$ cat src/rtl/dma_bank_sequencer.sv
// DMA burst sequencer: streams cmd_len words between a write/read stream and four crossbar banks.
// It yields to PE traffic for up to MAX_WAIT cycles per word, then stalls the PE. Reads return through a 2-entry credit FIFO.
module dma_bank_sequencer #(
    parameter int DATA_W   = 32,
    parameter int ADDR_W   = 10,
    parameter int NB       = 4,
    parameter int MAX_WAIT = 8
) (
    input  logic              clk,
    input  logic              rst,
    input  logic              cmd_valid,
    output logic              cmd_ready,
    input  logic              cmd_write,
    input  logic [ADDR_W+1:0] cmd_addr,
    input  logic [ADDR_W+2:0] cmd_len,
    input  logic              wr_valid,
    output logic              wr_ready,
    input  logic [DATA_W-1:0] wr_data,
    output logic              rd_valid,
    input  logic              rd_ready,
    output logic [DATA_W-1:0] rd_data,
    output logic              busy,
    output logic              done,
    input  logic [NB-1:0]     pe_read_en,
    input  logic [NB-1:0]     pe_write_en,
    output logic [NB-1:0]     pe_stall,
    output logic              dma_write_en,
    output logic              dma_read_en,
    output logic [1:0]        dma_bank_sel,
    output logic [ADDR_W-1:0] dma_local_addr,
    output logic [DATA_W-1:0] dma_data_in,
    input  logic [DATA_W-1:0] dma_data_out
);
    localparam int AW = ADDR_W + 2;
    localparam int LW = ADDR_W + 3;
    localparam int WW = $clog2(MAX_WAIT + 1);

    typedef enum logic [1:0] {IDLE, RUN, DRAIN, DONE} state_t;

    state_t            state_q, state_d;
    logic              write_q, write_d;
    logic [AW-1:0]     cur_addr_q, cur_addr_d;
    logic [LW-1:0]     remaining_q, remaining_d;
    logic [WW-1:0]     wait_cnt_q, wait_cnt_d;
    logic              in_flight_q, in_flight_d;
    logic [DATA_W-1:0] fifo_q [2];
    logic [DATA_W-1:0] fifo_d [2];
    logic              wptr_q, wptr_d, rptr_q, rptr_d;
    logic [1:0]        count_q, count_d;

    logic [1:0] bank;
    logic       conflict, credit, issue, pop;

    always_comb begin
        bank     = cur_addr_q[AW-1:ADDR_W];
        conflict = pe_read_en[bank] | pe_write_en[bank];
        // A read holds a credit from issue until it is popped, so the FIFO can never overflow.
        credit   = ({1'b0, count_q} + {2'b00, in_flight_q}) < 3'd2;
        issue    = (state_q == RUN) && (!conflict || wait_cnt_q == WW'(MAX_WAIT))
                   && (write_q ? wr_valid : credit);
        pop      = (count_q != 2'd0) && rd_ready;
    end

    assign cmd_ready      = (state_q == IDLE) && !rst;
    assign busy           = (state_q != IDLE);
    assign done           = (state_q == DONE);
    assign wr_ready       = issue && write_q;
    assign dma_write_en   = issue && write_q;
    assign dma_read_en    = issue && !write_q;
    assign dma_bank_sel   = issue ? bank : 2'b00;
    assign dma_local_addr = issue ? cur_addr_q[ADDR_W-1:0] : '0;
    assign dma_data_in    = (issue && write_q) ? wr_data : '0;
    assign pe_stall       = (issue && conflict) ? (NB'(1) << bank) : '0;
    assign rd_valid       = (count_q != 2'd0);
    assign rd_data        = rd_valid ? fifo_q[rptr_q] : '0;

    always_comb begin
        state_d     = state_q;
        write_d     = write_q;
        cur_addr_d  = cur_addr_q;
        remaining_d = remaining_q;
        wait_cnt_d  = wait_cnt_q;
        in_flight_d = issue && !write_q;
        fifo_d      = fifo_q;
        wptr_d      = wptr_q;
        rptr_d      = rptr_q;
        count_d     = count_q;
        case (state_q)
            IDLE: begin
                if (cmd_valid) begin
                    write_d     = cmd_write;
                    cur_addr_d  = cmd_addr;
                    remaining_d = cmd_len;
                    wait_cnt_d  = '0;
                    state_d     = (cmd_len == '0) ? DONE : RUN;
                end
            end
            RUN: begin
                if (issue) begin
                    cur_addr_d  = cur_addr_q + AW'(1);
                    remaining_d = remaining_q - LW'(1);
                    wait_cnt_d  = '0;
                    if (remaining_q == LW'(1)) state_d = write_q ? DONE : DRAIN;
                end else if (conflict && wait_cnt_q != WW'(MAX_WAIT)) begin
                    wait_cnt_d = wait_cnt_q + WW'(1);
                end
            end
            DRAIN: begin
                if (count_q == 2'd0 && !in_flight_q) state_d = DONE;
            end
            DONE:    state_d = IDLE;
            default: state_d = IDLE;
        endcase
        // Crossbar read data is valid the cycle after the enable.
        if (in_flight_q) begin
            fifo_d[wptr_q] = dma_data_out;
            wptr_d         = !wptr_q;
        end
        if (pop) rptr_d = !rptr_q;
        count_d = count_q + {1'b0, in_flight_q} - {1'b0, pop};
    end

    always_ff @(posedge clk or posedge rst) begin
        if (rst) begin
            state_q     <= IDLE;
            write_q     <= 1'b0;
            cur_addr_q  <= '0;
            remaining_q <= '0;
            wait_cnt_q  <= '0;
            in_flight_q <= 1'b0;
            fifo_q      <= '{default: '0};
            wptr_q      <= 1'b0;
            rptr_q      <= 1'b0;
            count_q     <= 2'd0;
        end else begin
            state_q     <= state_d;
            write_q     <= write_d;
            cur_addr_q  <= cur_addr_d;
            remaining_q <= remaining_d;
            wait_cnt_q  <= wait_cnt_d;
            in_flight_q <= in_flight_d;
            fifo_q      <= fifo_d;
            wptr_q      <= wptr_d;
            rptr_q      <= rptr_d;
            count_q     <= count_d;
        end
    end
endmodule

$ cat config.mk
export PLATFORM = sky130hd
export DESIGN_NAME = dma_bank_sequencer
export DESIGN_NICKNAME = d
export VERILOG_FILES = /design/src/rtl/dma_bank_sequencer.sv
export SDC_FILE = /design/constraint.sdc
export NUM_CORES = 1
export LEC_CHECK = 0
export ABC_AREA = 1
export CORE_ASPECT_RATIO = 0.9
export CORE_UTILIZATION = 39
export CTS_BUF_LIST = sky130_fd_sc_hd__clkbuf_8
export CTS_CLUSTER_SIZE = 28
export DETAILED_ROUTE_END_ITERATION = 10
export GPL_ROUTABILITY_DRIVEN = 1
export PLACE_DENSITY = 0.67
export SYNTH_ARGS = -nofsm -noshare
export SYNTH_HDL_FRONTEND = slang
export SYNTH_SLANG_ARGS = --single-unit
$ cat constraint.sdc
create_clock -name clk -period 4.8 [get_ports clk]
set_input_delay 0.96 -clock clk [delete_from_list [all_inputs] [get_ports clk]]
set_output_delay 0.96 -clock clk [all_outputs]
set_load 0.05 [all_outputs]
# Word-level counts from Yosys, hierarchy flattened
# Cells that the tools add are included.
dict set report classes {
  n_eq_ne 11
  n_shift 1
  n_reduce_logical 27
  bitwise_logic 3
  order_cmp 5
  addsub 6
  muxes 33
}
# cell n
set ops {}
lappend ops {{32-bit 2-to-1 mux} 6}
lappend ops {{64-bit bitwise mux} 1}
lappend ops {{32-bit demux with 1-bit select} 1}
lappend ops {{13-bit 2-to-1 mux} 2}
lappend ops {{13-bit case mux with 2 select lines} 1}
lappend ops {{12-bit 2-to-1 mux} 2}
lappend ops {{12-bit case mux with 2 select lines} 1}
lappend ops {{4-bit 2-to-1 mux} 4}
lappend ops {{13-bit by 1-bit == test with 1-bit output (second input constant)} 1}
lappend ops {{13-bit logical NOT} 1}
lappend ops {{13-bit by 1-bit subtractor with 13-bit output (second input constant)} 1}
lappend ops {{12-bit by 1-bit adder with 12-bit output (second input constant)} 1}
lappend ops {{2-bit 2-to-1 mux} 6}
lappend ops {{1-bit logical AND} 10}
lappend ops {{10-bit 2-to-1 mux} 1}
lappend ops {{2-bit case mux with 4 select lines} 1}
lappend ops {{4-bit case mux with 2 select lines} 1}
lappend ops {{1-bit logical NOT} 6}
lappend ops {{2-bit inequality test (second input constant)} 3}
lappend ops {{3-bit AND reduction} 2}
lappend ops {{2-bit nonzero test} 3}
lappend ops {{4-bit by 1-bit adder with 4-bit output (second input constant)} 1}
lappend ops {{1-bit binary-select mux with 2-bit select} 2}
lappend ops {{2-bit == test (second input constant)} 2}
lappend ops {{other kinds (20)} 26}
dict set report word_totals {
  word_cells 97
  regBits 101
  inputBits 103
}

# Logic depth before layout (Yosys ltp)
dict set report logic_depth {
  ltp_word 9
  ltp_mapped 11
}

# Worst setup path after synthesis
# OpenSTA, ideal clock, no wires.
dict set report synth_timing {
  kind {input-to-output}
  startpoint {in pe_write_en[3]}
  endpoint {out dma_data_in[22]}
  arrival_ns 2.420
  t_required_ns 3.840
  cell_stages 10
  path_slack_ns 1.420
  n_path_buf 1
  cell_sequence {inv_1 > nand2_1 > nand2_1 > nand2_2 > nor2_4 > nor2_4 > nor3_4 > nand2_2 > buf_6 > nor2_1}
}
dict set report synth_between {
  elab_chain_cells 9
}
# item line_no
set synth_lines {}
lappend synth_lines {{start: declaration} 25} ;# input logic [NB-1:0] pe_write_en,
lappend synth_lines {{1-bit binary-select mux with 2-bit select} 56} ;# conflict = pe_read_en[bank] | pe_write_en[bank];
lappend synth_lines {{1-bit 2-to-1 mux (implied by the code)} 56}
lappend synth_lines {{1-bit OR} 56}
lappend synth_lines {{1-bit logical NOT} 59} ;# issue = (state_q == RUN) && (!conflict || wait_cnt_q == WW'(MAX_WAIT))
lappend synth_lines {{1-bit logical OR} 59}
lappend synth_lines {{1-bit logical AND} 59}
lappend synth_lines {{1-bit logical AND} 60} ;# && (write_q ? wr_valid : credit);
lappend synth_lines {{1-bit logical AND} 72} ;# assign dma_data_in = (issue && write_q) ? wr_data : '0;
lappend synth_lines {{32-bit 2-to-1 mux} 72}
lappend synth_lines {{end: declaration} 31} ;# output logic [DATA_W-1:0] dma_data_in,
# No other way between the ends. The select of a mux whose other input is x is not followed.

# Worst setup path after layout
dict set report layout_timing {
  startpoint {in pe_read_en[0]}
  endpoint {out wr_ready}
}
dict set report layout_between {
  elab_chain_cells 8
}
# item line_no
set layout_lines {}
lappend layout_lines {{start: declaration} 24} ;# input logic [NB-1:0] pe_read_en,
lappend layout_lines {{1-bit binary-select mux with 2-bit select} 56}
lappend layout_lines {{1-bit 2-to-1 mux (implied by the code)} 56}
lappend layout_lines {{1-bit OR} 56}
lappend layout_lines {{1-bit logical NOT} 59}
lappend layout_lines {{1-bit logical OR} 59}
lappend layout_lines {{1-bit logical AND} 59}
lappend layout_lines {{1-bit logical AND} 60}
lappend layout_lines {{1-bit logical AND} 67} ;# assign wr_ready = issue && write_q;
lappend layout_lines {{end: declaration} 17} ;# output logic wr_ready,
# No other way between the ends. The select of a mux whose other input is x is not followed.

==> impl_metrics.ini <==
[route]
via_count = 5790
drc = 0
vias_per_cell = 4.673
drtAntennaViolNets = 0
drt_iter0_drc = 305
wirelength_um = 15880
wl_per_cell_um = 12.81
dr.pass1.iters = 5

[global_routing]
overflow = 0
track_usage_pct = 20.72
grt_pass1_vias = 5493
antenna_found_initial = 0
grt_max_degree = 66
grt_pass1_wl_um = 26310

[timing]
max-slew-margin-rel_pct = 30.22
fin_worst_skew_ns = 0.01101
fin_tns_setup_ns = 0
rsz0062_at_grt = no
tightestPinTransition_ns = 1.047
slew_viol_final = 0
maxClockFrequency_mhz = 229.1
finalCriticalPeriod_ns = 4.364
hold_violations = 0
finalCritPeriodShare_pct = 90.93
setup_viol = 0
layout_setup_ws_ns = 0.4355
fin_hold_ws_ns = 0.4834

[yosys]
synth-seq-area-share_pct = 42.22
synthCells = 869
yosys.area_share.simple_pct = 31.06
syn_nets = 984
synth_edf_count = 0
ys_types = 35
syn_area_um2 = 5986
synth_flop_cell = dfrtp_1
synth-seq-cells = 101
async_flop_share_pct = 100.0
synthXorXnorAreaFrac_pct = 0.8779
avgSynthCellArea_um2 = 6.888
synth_compound_area_share_pct = 11.35
yosys_warnings = 0
synthAdderAreaFrac_pct = 2.508
synth_top_family_by_area = simple AND/OR/NAND/NOR gates
synthMuxAreaShare_pct = 0

[floorplanning]
rows = 42
fp.dieH_um = 119.5
initial_utilization_pct = 40.25
die_x_um = 132.6
core_area_um2 = 14870
io_pins = 190
dieArea_um2 = 15850

[finish]
final_common_cell = nand2_1
utilization_pct = 54.85
final_cells = 1239
final_nets = 1151
final_cell_mix = nand2_1 (287), clkdlybuf4s50_1 (184), inv_1 (126), dfrtp_1 (101)
n_fill_cell = 1469
drive_gt1_share_pct = 5.187
synthToLayoutAreaGrowth_pct = 36.27
antenna_cells = 0

[outcome]
status = finished clean

[pwr]
max-vdd-ir-drop_uv = 317.0
clkPwrFrac_pct = 9.7
internal-power_mw = 2.677
switchingPower_mw = 3.032
switching_share_pct = 53.11
leakage_nw = 4.144
power_frac_seq_pct = 27.3
p_per_area_nw_per_um2 = 700.0
combinationalPowerShare_pct = 63.0

[clock_tree]
cts-root-buf = clkbuf_8
cts.sinks = 101
clk_pin_slew_worst_paths_ns = 0.10
cts_htree_levels = 3
clk_latency_ns = 0.37
cts_tree = built
cts_setup_buffers = 0
cts.hold.buffers_added = 0
cts_buffer_depth = 2
ctsResizeCount = 0
cts_made_buffers = 9

[placed_design]
gp_congestion = 0.7872
portBuffers = 189
dpl.hpwl_um = 11410
dpl.cell_count = 1223
dpl_worst_slack_ns = 0.3968

[setup_path]
slowest_stage = clkdlybuf4s50_1
cp.arrival_ns = 3.40
cp_max_fo = 33
endpoint_kind = output port
crit_type = primary input to output port
critPathLaunchType = primary input
critPathMaxStageDelay_ns = 0.82
crit_required_ns = 3.84
crit_family = buffers and inverters
crit_path_cell_trace = clkdlybuf4s50_1 -> inv_1 -> nand2_1 -> nand2_1 -> nand2_2 -> nor2_4 -> nor2_4 -> nor3_4 -> nand2_2 -> inv_1 -> clkdlybuf4s50_1
crit_buf_inv = 4

[worst_hold_path]
hold_class = register to register

[flow_run]
cap_violations = 0
[routing by layer]
| layer | wire length (um) | share of wire, % | global-route usage [%] |
|---|---|---|---|
| met1 | 7311 | 46 | 26.62 |
| met2 | 7621 | 48 | 35.63 |
| met3 | 821 | 5.2 | 4.689 |
| met4 | 121 | 0.76 | 4.382 |
| met5 | 0 | 0 | 0 |
[sequential cells by signal (all words and copies together) (netlist names)]
register / flops
wptr_q: 1
in_flight_q: 1
rptr_q: 1
wait_cnt_q: 4
write_q: 1
count_q: 2
cur_addr_q: 12
remaining_q: 13
state_q: 2
fifo_q: 64
[final timing paths]
path	from	endpoint	slack (ns)	cells past startpoint
max in group asynchronous	rst	fifo_q[4]	2.96	3
max reg2reg	state_q[1]	state_q[1]	2.62	8
max	pe_read_en[0]	wr_ready	0.44	11
min in group asynchronous	rst	in_flight_q	1.01	2
min	remaining_q[1]	remaining_q[1]	0.48	2
min reg2reg	remaining_q[1]	remaining_q[1]	0.48	2
[power by group through the flow]
stage | clock network (mW) | logic [mW] | registers, mW
2_1_floorplan | 0 | 2.65 | 1.49
3_3_place_gp | 0 | 3.59 | 1.56
3_5_place_dp | 0 | 3.62 | 1.57
4_1_cts | 0.577 | 3.63 | 1.56
5_1_grt | 0.608 | 3.93 | 1.62
6_report | 0.553 | 3.60 | 1.56
[cell usage after synthesis, types with 2 or more instances]
cell type | n | area, um2
o21ai_0 | 84 | 420.4
nand2_1 | 287 | 1077
clkbuf_1 | 26 | 97.59
nand3_1 | 51 | 255.2
nor2_4 | 2 | 22.52
inv_1 | 127 | 476.7
nor2_1 | 84 | 315.3
nand3_2 | 6 | 60.06
buf_2 | 3 | 15.01
buf_8 | 2 | 30.03
buf_4 | 3 | 22.52
a21oi_1 | 36 | 180.2
or2_2 | 2 | 12.51
buf_1 | 4 | 15.01
buf_6 | 4 | 45.04
ha_1 | 12 | 150.1
xnor2_1 | 2 | 17.52
o211ai_1 | 2 | 15.01
inv_2 | 4 | 15.01
nand2_2 | 3 | 18.77
nand4_1 | 8 | 50.05
xor2_1 | 4 | 35.03
dfrtp_1 | 101 | 2527
[area by class of cell]
type	instances	area (um2)	area share [%]
multi-input cells	595	2741	33.61
flip-flops and latches	101	2527	30.99
repair buffers	198	1947	23.87
inverters	131	494.2	6.059
well taps	198	247.7	3.037
clock buffers	9	123.9	1.519
clock inverters	7	75.07	0.9204
[worst min-delay path, stage by stage, from the launching register on]
cell and delay [ns]:
dfrtp_1 0.36, nand2_1 0.05, nand2_1 0.05
[per-stage QoR]
| step | power, mW | instance area (um2) |
|---|---|---|
| 6_report | 5.710 | 8157 |
| 3_5_place_dp | 5.191 | 7958 |
| 3_3_place_gp | 5.157 | 7958 |
| 2_1_floorplan | 4.144 | 5986 |
| 4_1_cts | 5.765 | 8157 |
| 5_1_grt | 6.158 | 8157 |
[logic make-up (layout without fill, tap and decap cells)]
logic type	after synthesis	count (layout)
simple gates	448	448
buf+inv	173	345
compound gates	129	129
xor+xnor	6	6
fa+ha+maj	12	12
flops	101	101
Note: power is estimated with default switching activity, not from simulation.
